### src/rtl/dm_cache_ctrl.sv
// Direct-mapped, write-through, no-write-allocate cache controller with 1-word lines.
// Tag/valid/data arrays live in flops; the backing RAM has a one-cycle synchronous read.
module dm_cache_ctrl #(
  parameter int unsigned ADDR_WIDTH  = 12,
  parameter int unsigned DATA_WIDTH  = 32,
  parameter int unsigned INDEX_WIDTH = 4
) (
  input  logic                  clk,
  input  logic                  rst,
  input  logic                  cpu_req,
  input  logic                  cpu_we,
  input  logic [ADDR_WIDTH-1:0] cpu_addr,
  input  logic [DATA_WIDTH-1:0] cpu_wdata,
  output logic                  cpu_ready,
  output logic                  cpu_ack,
  output logic [DATA_WIDTH-1:0] cpu_rdata,
  output logic [ADDR_WIDTH-1:0] mem_addr,
  output logic [DATA_WIDTH-1:0] mem_din,
  output logic                  mem_we,
  input  logic [DATA_WIDTH-1:0] mem_dout,
  output logic [15:0]           hit_cnt,
  output logic [15:0]           miss_cnt
);

  localparam int unsigned TagWidth = ADDR_WIDTH - INDEX_WIDTH;
  localparam int unsigned Lines    = 1 << INDEX_WIDTH;

  typedef enum logic [2:0] {
    StIdle,
    StRdHit,
    StMissReq,
    StMissWait,
    StRdFill,
    StWr
  } state_e;

  state_e                  state_q, state_d;
  logic [ADDR_WIDTH-1:0]   addr_q, addr_d;
  logic [DATA_WIDTH-1:0]   rdata_q, rdata_d;
  logic [ADDR_WIDTH-1:0]   mem_addr_q, mem_addr_d;
  logic [DATA_WIDTH-1:0]   mem_din_q, mem_din_d;
  logic                    mem_we_q, mem_we_d;
  logic [15:0]             hit_cnt_q, hit_cnt_d;
  logic [15:0]             miss_cnt_q, miss_cnt_d;
  logic [Lines-1:0]        valid_q, valid_d;
  logic [TagWidth-1:0]     tag_q  [Lines];
  logic [TagWidth-1:0]     tag_d  [Lines];
  logic [DATA_WIDTH-1:0]   data_q [Lines];
  logic [DATA_WIDTH-1:0]   data_d [Lines];

  logic [INDEX_WIDTH-1:0]  cpu_idx, fill_idx;
  logic [TagWidth-1:0]     cpu_tag, fill_tag;
  logic                    cpu_hit;

  assign cpu_idx  = cpu_addr[INDEX_WIDTH-1:0];
  assign cpu_tag  = cpu_addr[ADDR_WIDTH-1:INDEX_WIDTH];
  assign fill_idx = addr_q[INDEX_WIDTH-1:0];
  assign fill_tag = addr_q[ADDR_WIDTH-1:INDEX_WIDTH];
  assign cpu_hit  = valid_q[cpu_idx] && (tag_q[cpu_idx] == cpu_tag);

  // Next-state, memory-port and array update logic.
  always_comb begin
    state_d    = state_q;
    addr_d     = addr_q;
    rdata_d    = rdata_q;
    mem_addr_d = mem_addr_q;
    mem_din_d  = mem_din_q;
    mem_we_d   = 1'b0;
    hit_cnt_d  = hit_cnt_q;
    miss_cnt_d = miss_cnt_q;
    valid_d    = valid_q;
    tag_d      = tag_q;
    data_d     = data_q;

    unique case (state_q)
      StIdle: begin
        if (cpu_req) begin
          addr_d = cpu_addr;
          if (cpu_we) begin
            // Write-through: always forward to RAM; refresh the line only on a tag hit.
            mem_addr_d = cpu_addr;
            mem_din_d  = cpu_wdata;
            mem_we_d   = 1'b1;
            if (cpu_hit) begin
              data_d[cpu_idx] = cpu_wdata;
            end
            state_d = StWr;
          end else if (cpu_hit) begin
            rdata_d   = data_q[cpu_idx];
            hit_cnt_d = (hit_cnt_q == 16'hFFFF) ? hit_cnt_q : hit_cnt_q + 16'd1;
            state_d   = StRdHit;
          end else begin
            mem_addr_d = cpu_addr;
            miss_cnt_d = (miss_cnt_q == 16'hFFFF) ? miss_cnt_q : miss_cnt_q + 16'd1;
            state_d    = StMissReq;
          end
        end
      end
      StRdHit:   state_d = StIdle;
      // RAM samples mem_addr at the end of this cycle.
      StMissReq: state_d = StMissWait;
      StMissWait: begin
        data_d[fill_idx]  = mem_dout;
        tag_d[fill_idx]   = fill_tag;
        valid_d[fill_idx] = 1'b1;
        rdata_d           = mem_dout;
        state_d           = StRdFill;
      end
      StRdFill:  state_d = StIdle;
      StWr:      state_d = StIdle;
      default:   state_d = StIdle;
    endcase
  end

  // Control state, counters and valid bits with synchronous reset.
  always_ff @(posedge clk) begin
    if (rst) begin
      state_q    <= StIdle;
      addr_q     <= '0;
      rdata_q    <= '0;
      mem_addr_q <= '0;
      mem_din_q  <= '0;
      mem_we_q   <= 1'b0;
      hit_cnt_q  <= '0;
      miss_cnt_q <= '0;
      valid_q    <= '0;
    end else begin
      state_q    <= state_d;
      addr_q     <= addr_d;
      rdata_q    <= rdata_d;
      mem_addr_q <= mem_addr_d;
      mem_din_q  <= mem_din_d;
      mem_we_q   <= mem_we_d;
      hit_cnt_q  <= hit_cnt_d;
      miss_cnt_q <= miss_cnt_d;
      valid_q    <= valid_d;
    end
  end

  // Tag and data arrays need no reset; valid bits gate their use.
  always_ff @(posedge clk) begin
    tag_q  <= tag_d;
    data_q <= data_d;
  end

  assign cpu_ready = (state_q == StIdle);
  assign cpu_ack   = (state_q == StRdHit) || (state_q == StRdFill) || (state_q == StWr);
  assign cpu_rdata = rdata_q;
  assign mem_addr  = mem_addr_q;
  assign mem_din   = mem_din_q;
  assign mem_we    = mem_we_q;
  assign hit_cnt   = hit_cnt_q;
  assign miss_cnt  = miss_cnt_q;

endmodule
### config.mk
export PLATFORM = sky130hd
export DESIGN_NAME = dm_cache_ctrl
export DESIGN_NICKNAME = d
export VERILOG_FILES = /design/src/rtl/dm_cache_ctrl.sv
export SDC_FILE = /design/constraint.sdc
export NUM_CORES = 1
export LEC_CHECK = 0
export BUFFER_PORTS_ARGS = -buffer_cell sky130_fd_sc_hd__buf_2
export CORE_MARGIN = 3
export CORE_UTILIZATION = 60
export CTS_CLUSTER_DIAMETER = 80
export DETAILED_ROUTE_END_ITERATION = 7
export PLACE_DENSITY = 0.83
export SLEW_MARGIN = 40
export SYNTH_ARGS = -nofsm -noshare
export SYNTH_HDL_FRONTEND = slang
export SYNTH_SLANG_ARGS = --single-unit
### constraint.sdc
create_clock -name clk -period 5.65 [get_ports clk]
set_clock_uncertainty 0.1 [all_clocks]
set_input_delay 1.13 -clock clk [delete_from_list [all_inputs] [get_ports clk]]
set_output_delay 1.13 -clock clk [all_outputs]
set_load 0.01 [all_outputs]
==> metrics.yaml <==
cts_setup_buffers: 0
max_slew.worst_pin.slew_ns: 0.776
critPathRequiredTime_ns: 6.07
dp_slack_ns: 0.788
routedWlPerCell_um: 27.6
cts_root_buf: "clkbuf_16"
antenna_left: 0
vias: 26700
drt_first_pass_iters: 8
gp_congestion: 0.859
worstPathArrival_ns: 4.69
crit_path_max_incr_delay_ns: 0.61
multi_input_area_mm2: 0.0127
grt_pass1_wl_mm: 158
tns_ns: 0
cpMostUsedCell: "buf_4"
ctsHoldBuffers: 0
cts_tree: "done"
final_nets: 3087
async_flop_share_pct: 0
dieArea_mm2: 0.0623
grt_max_degree: 92
fin_ws_ns: 1.39
peakVddDrop_v: 0.000253
cap_violations: 0
synth-edff-count: 640
hpwl_mm: 60.7
clkLatencyLatePin_ns: 0.64
portBuffers: 190
fmax_mhz: 234
path_cells: "buf_4 -> buf_4 -> mux2i_1 -> a22o_1 -> o21ai_0 -> nor3b_1 -> o2111ai_1 -> buf_4 -> or2_1 -> or4_1 -> mux2_1"
cp_slowest_cell: "or4_1"
seq_area_frac_synth_pct: 61.8
synth_top_area_cell: "edfxtp_1"
yosys_warnings: 0
initial_core_util_pct: 61.2
hp-class: "reg -> reg"
finalSetupViolCount: 0
cts_sinks: 780
routed_wl_mm: 106
timing.final.crit_share_pct: 75.5
synthTopCellsByArea: "edfxtp_1 (54%), mux4_2 (12%), dfxtp_1 (7.9%)"
rows: 88
slew_violations: 0
coreArea_mm2: 0.0582
fillCellCount: 3717
fp.dieH_um: 250
cts_buffer_depth: 3
design_area_mm2: 0.0400
die_x_um: 250
post-route-util_pct: 68.7
fin_crit_ns: 4.26
drc: 2
relSlewSlack_pct: 48.3
drt_iter0_drc: 4004
crit_buf_inv: 3
synth_fp_nets: 3038
synth_top_area_share_pct: 54.0
worst_setup_path_end_kind: "register"
critical_path_class: "in -> reg"
hold_ws_ns: 0.352
synth-seq-cells: 780
violations: "design-rule violations"
status: "complete, but fails checks"
register_area_mm2: 0.0220
critPathLaunchType: "input pin"
hold_violations: 0
cts_htree_levels: 3
area_growth_pct: 12.3
syn_area_mm2: 0.0356
numCtsBuffers: 79
synth_flop_cell: "edfxtp_1"
cts.clk_slew.worst_paths_ns: 0.06
synth.avg_cell_area_um2: 12.0
p_leak_nw: 13.0
rsz0062_at_grt: "false"
first_global_vias: 26600
postSynthCellCount: 2956
cts_resized: 0
num_io_pins: 191
worstPathMaxFanout: 43
synth.distinct_cells: 55
drive_above_1_share_pct: 20.8
routed_via_density: 6.95
grt-ovfl-total: 0
antenna_found_initial: 2
grt.total_usage_pct: 33.5
cellPowerDensity_mw_per_mm2: 310
path_delay_family: "simple AND/OR/NAND/NOR gates"
dpl_cell_area_mm2: 0.0373
[cells in the final DEF (no fill, tap or decap), drive strengths merged, types with 7 or more instances in the layout]
master	instances
a21oi	52
a311oi	32
a31o	17
buf	265
bufinv	7
clkbuf	107
clkinv	28
dfxtp	140
edfxtp	640
inv	10
mux2	29
mux2i	35
mux4	189
nand2	691
nand2b	7
nand3	22
nand4	17
nor2	146
nor2b	31
nor3	12
o21ai	521
or3	7
[final timing paths]
kind,startpoint,end,slack (ns),cells past startpoint
setup reg to reg,tag_q[103]$_DFFE_PP_,hit_cnt[7]$_SDFFE_PP0P_,2.11,9
setup / recovery,cpu_addr[3],hit_cnt[7]$_SDFFE_PP0P_,1.39,11
hold reg to reg,mem_din[12]$_SDFFE_PP0P_,mem_din[12]$_SDFFE_PP0P_,0.35,2
hold / removal,mem_din[12]$_SDFFE_PP0P_,mem_din[12]$_SDFFE_PP0P_,0.35,2
[cells in the mapped netlist, types with 22 or more instances]
library cell / instances
a21oi_1: 52
a311oi_1: 32
clkbuf_1: 263
dfxtp_1: 140
edfxtp_1: 640
mux2_2: 27
mux2i_1: 35
mux4_2: 189
nand2_1: 691
nand3_1: 22
nor2_1: 146
nor2b_1: 31
o21ai_0: 520
[final cells by class]
type,instances,share of cell area [%]
Clock buffer,107,5.51
Clock inverter,41,1.08
Sequential cell,780,55.0
Tap cell,765,2.39
Inverter,6,0.0563
Timing Repair Buffer,265,4.17
Antenna cell,1,0.00625
Multi-Input combinational cell,1873,31.7
[layer usage]
layer	wire length, µm	track usage (%)	share of wire [%]	vias up
met3	14700	7.93	14	509
li1	-	-	-	10900
met4	6030	18.6	5.7	0
met5	0	0	0	-
met2	50300	53.9	47	2439
met1	34900	42.2	33	12800
[metrics by stage]
step	instances	power, mW
floorplan	2956	6.88
global placement	3684	7.12
detailed placement	3687	7.16
CTS	3835	12.4
global route	3838	12.7
finish	3838	12.4
[cells by family after synthesis]
kind of cell             Yosys count  synth area share (%)
XOR/XNOR                           3                0.0738
AND/OR/NAND/NOR                  967                  11.1
adder cells (fa/ha/maj)            2                0.0702
buffers and inverters            303                  3.27
multiplexers                     253                  13.9
flip-flops                       780                  61.8
AO/OA/AOI/OAI                    648                  9.85
[sequential cells by signal (all words and copies together), names as in the netlist]
name       cells
data_q       512
tag_q        128
addr_q        12
cpu_rdata     32
mem_addr      12
hit_cnt       16
miss_cnt      16
state_q        3
valid_q       16
mem_din       32
mem_we         1
[tightest hold or removal path, delay by kind of cell (launching register included)]
kind            cells  cell delay (ns)
flops               1             0.30
simple gates        1             0.05
compound gates      1             0.05
[report_power, final]
group,switching [mW],internal [mW]
Sequential,0.0404,6.21
Combinational,0.540,0.281
Clock,2.26,3.08
(Power assumes the default switching activity.)
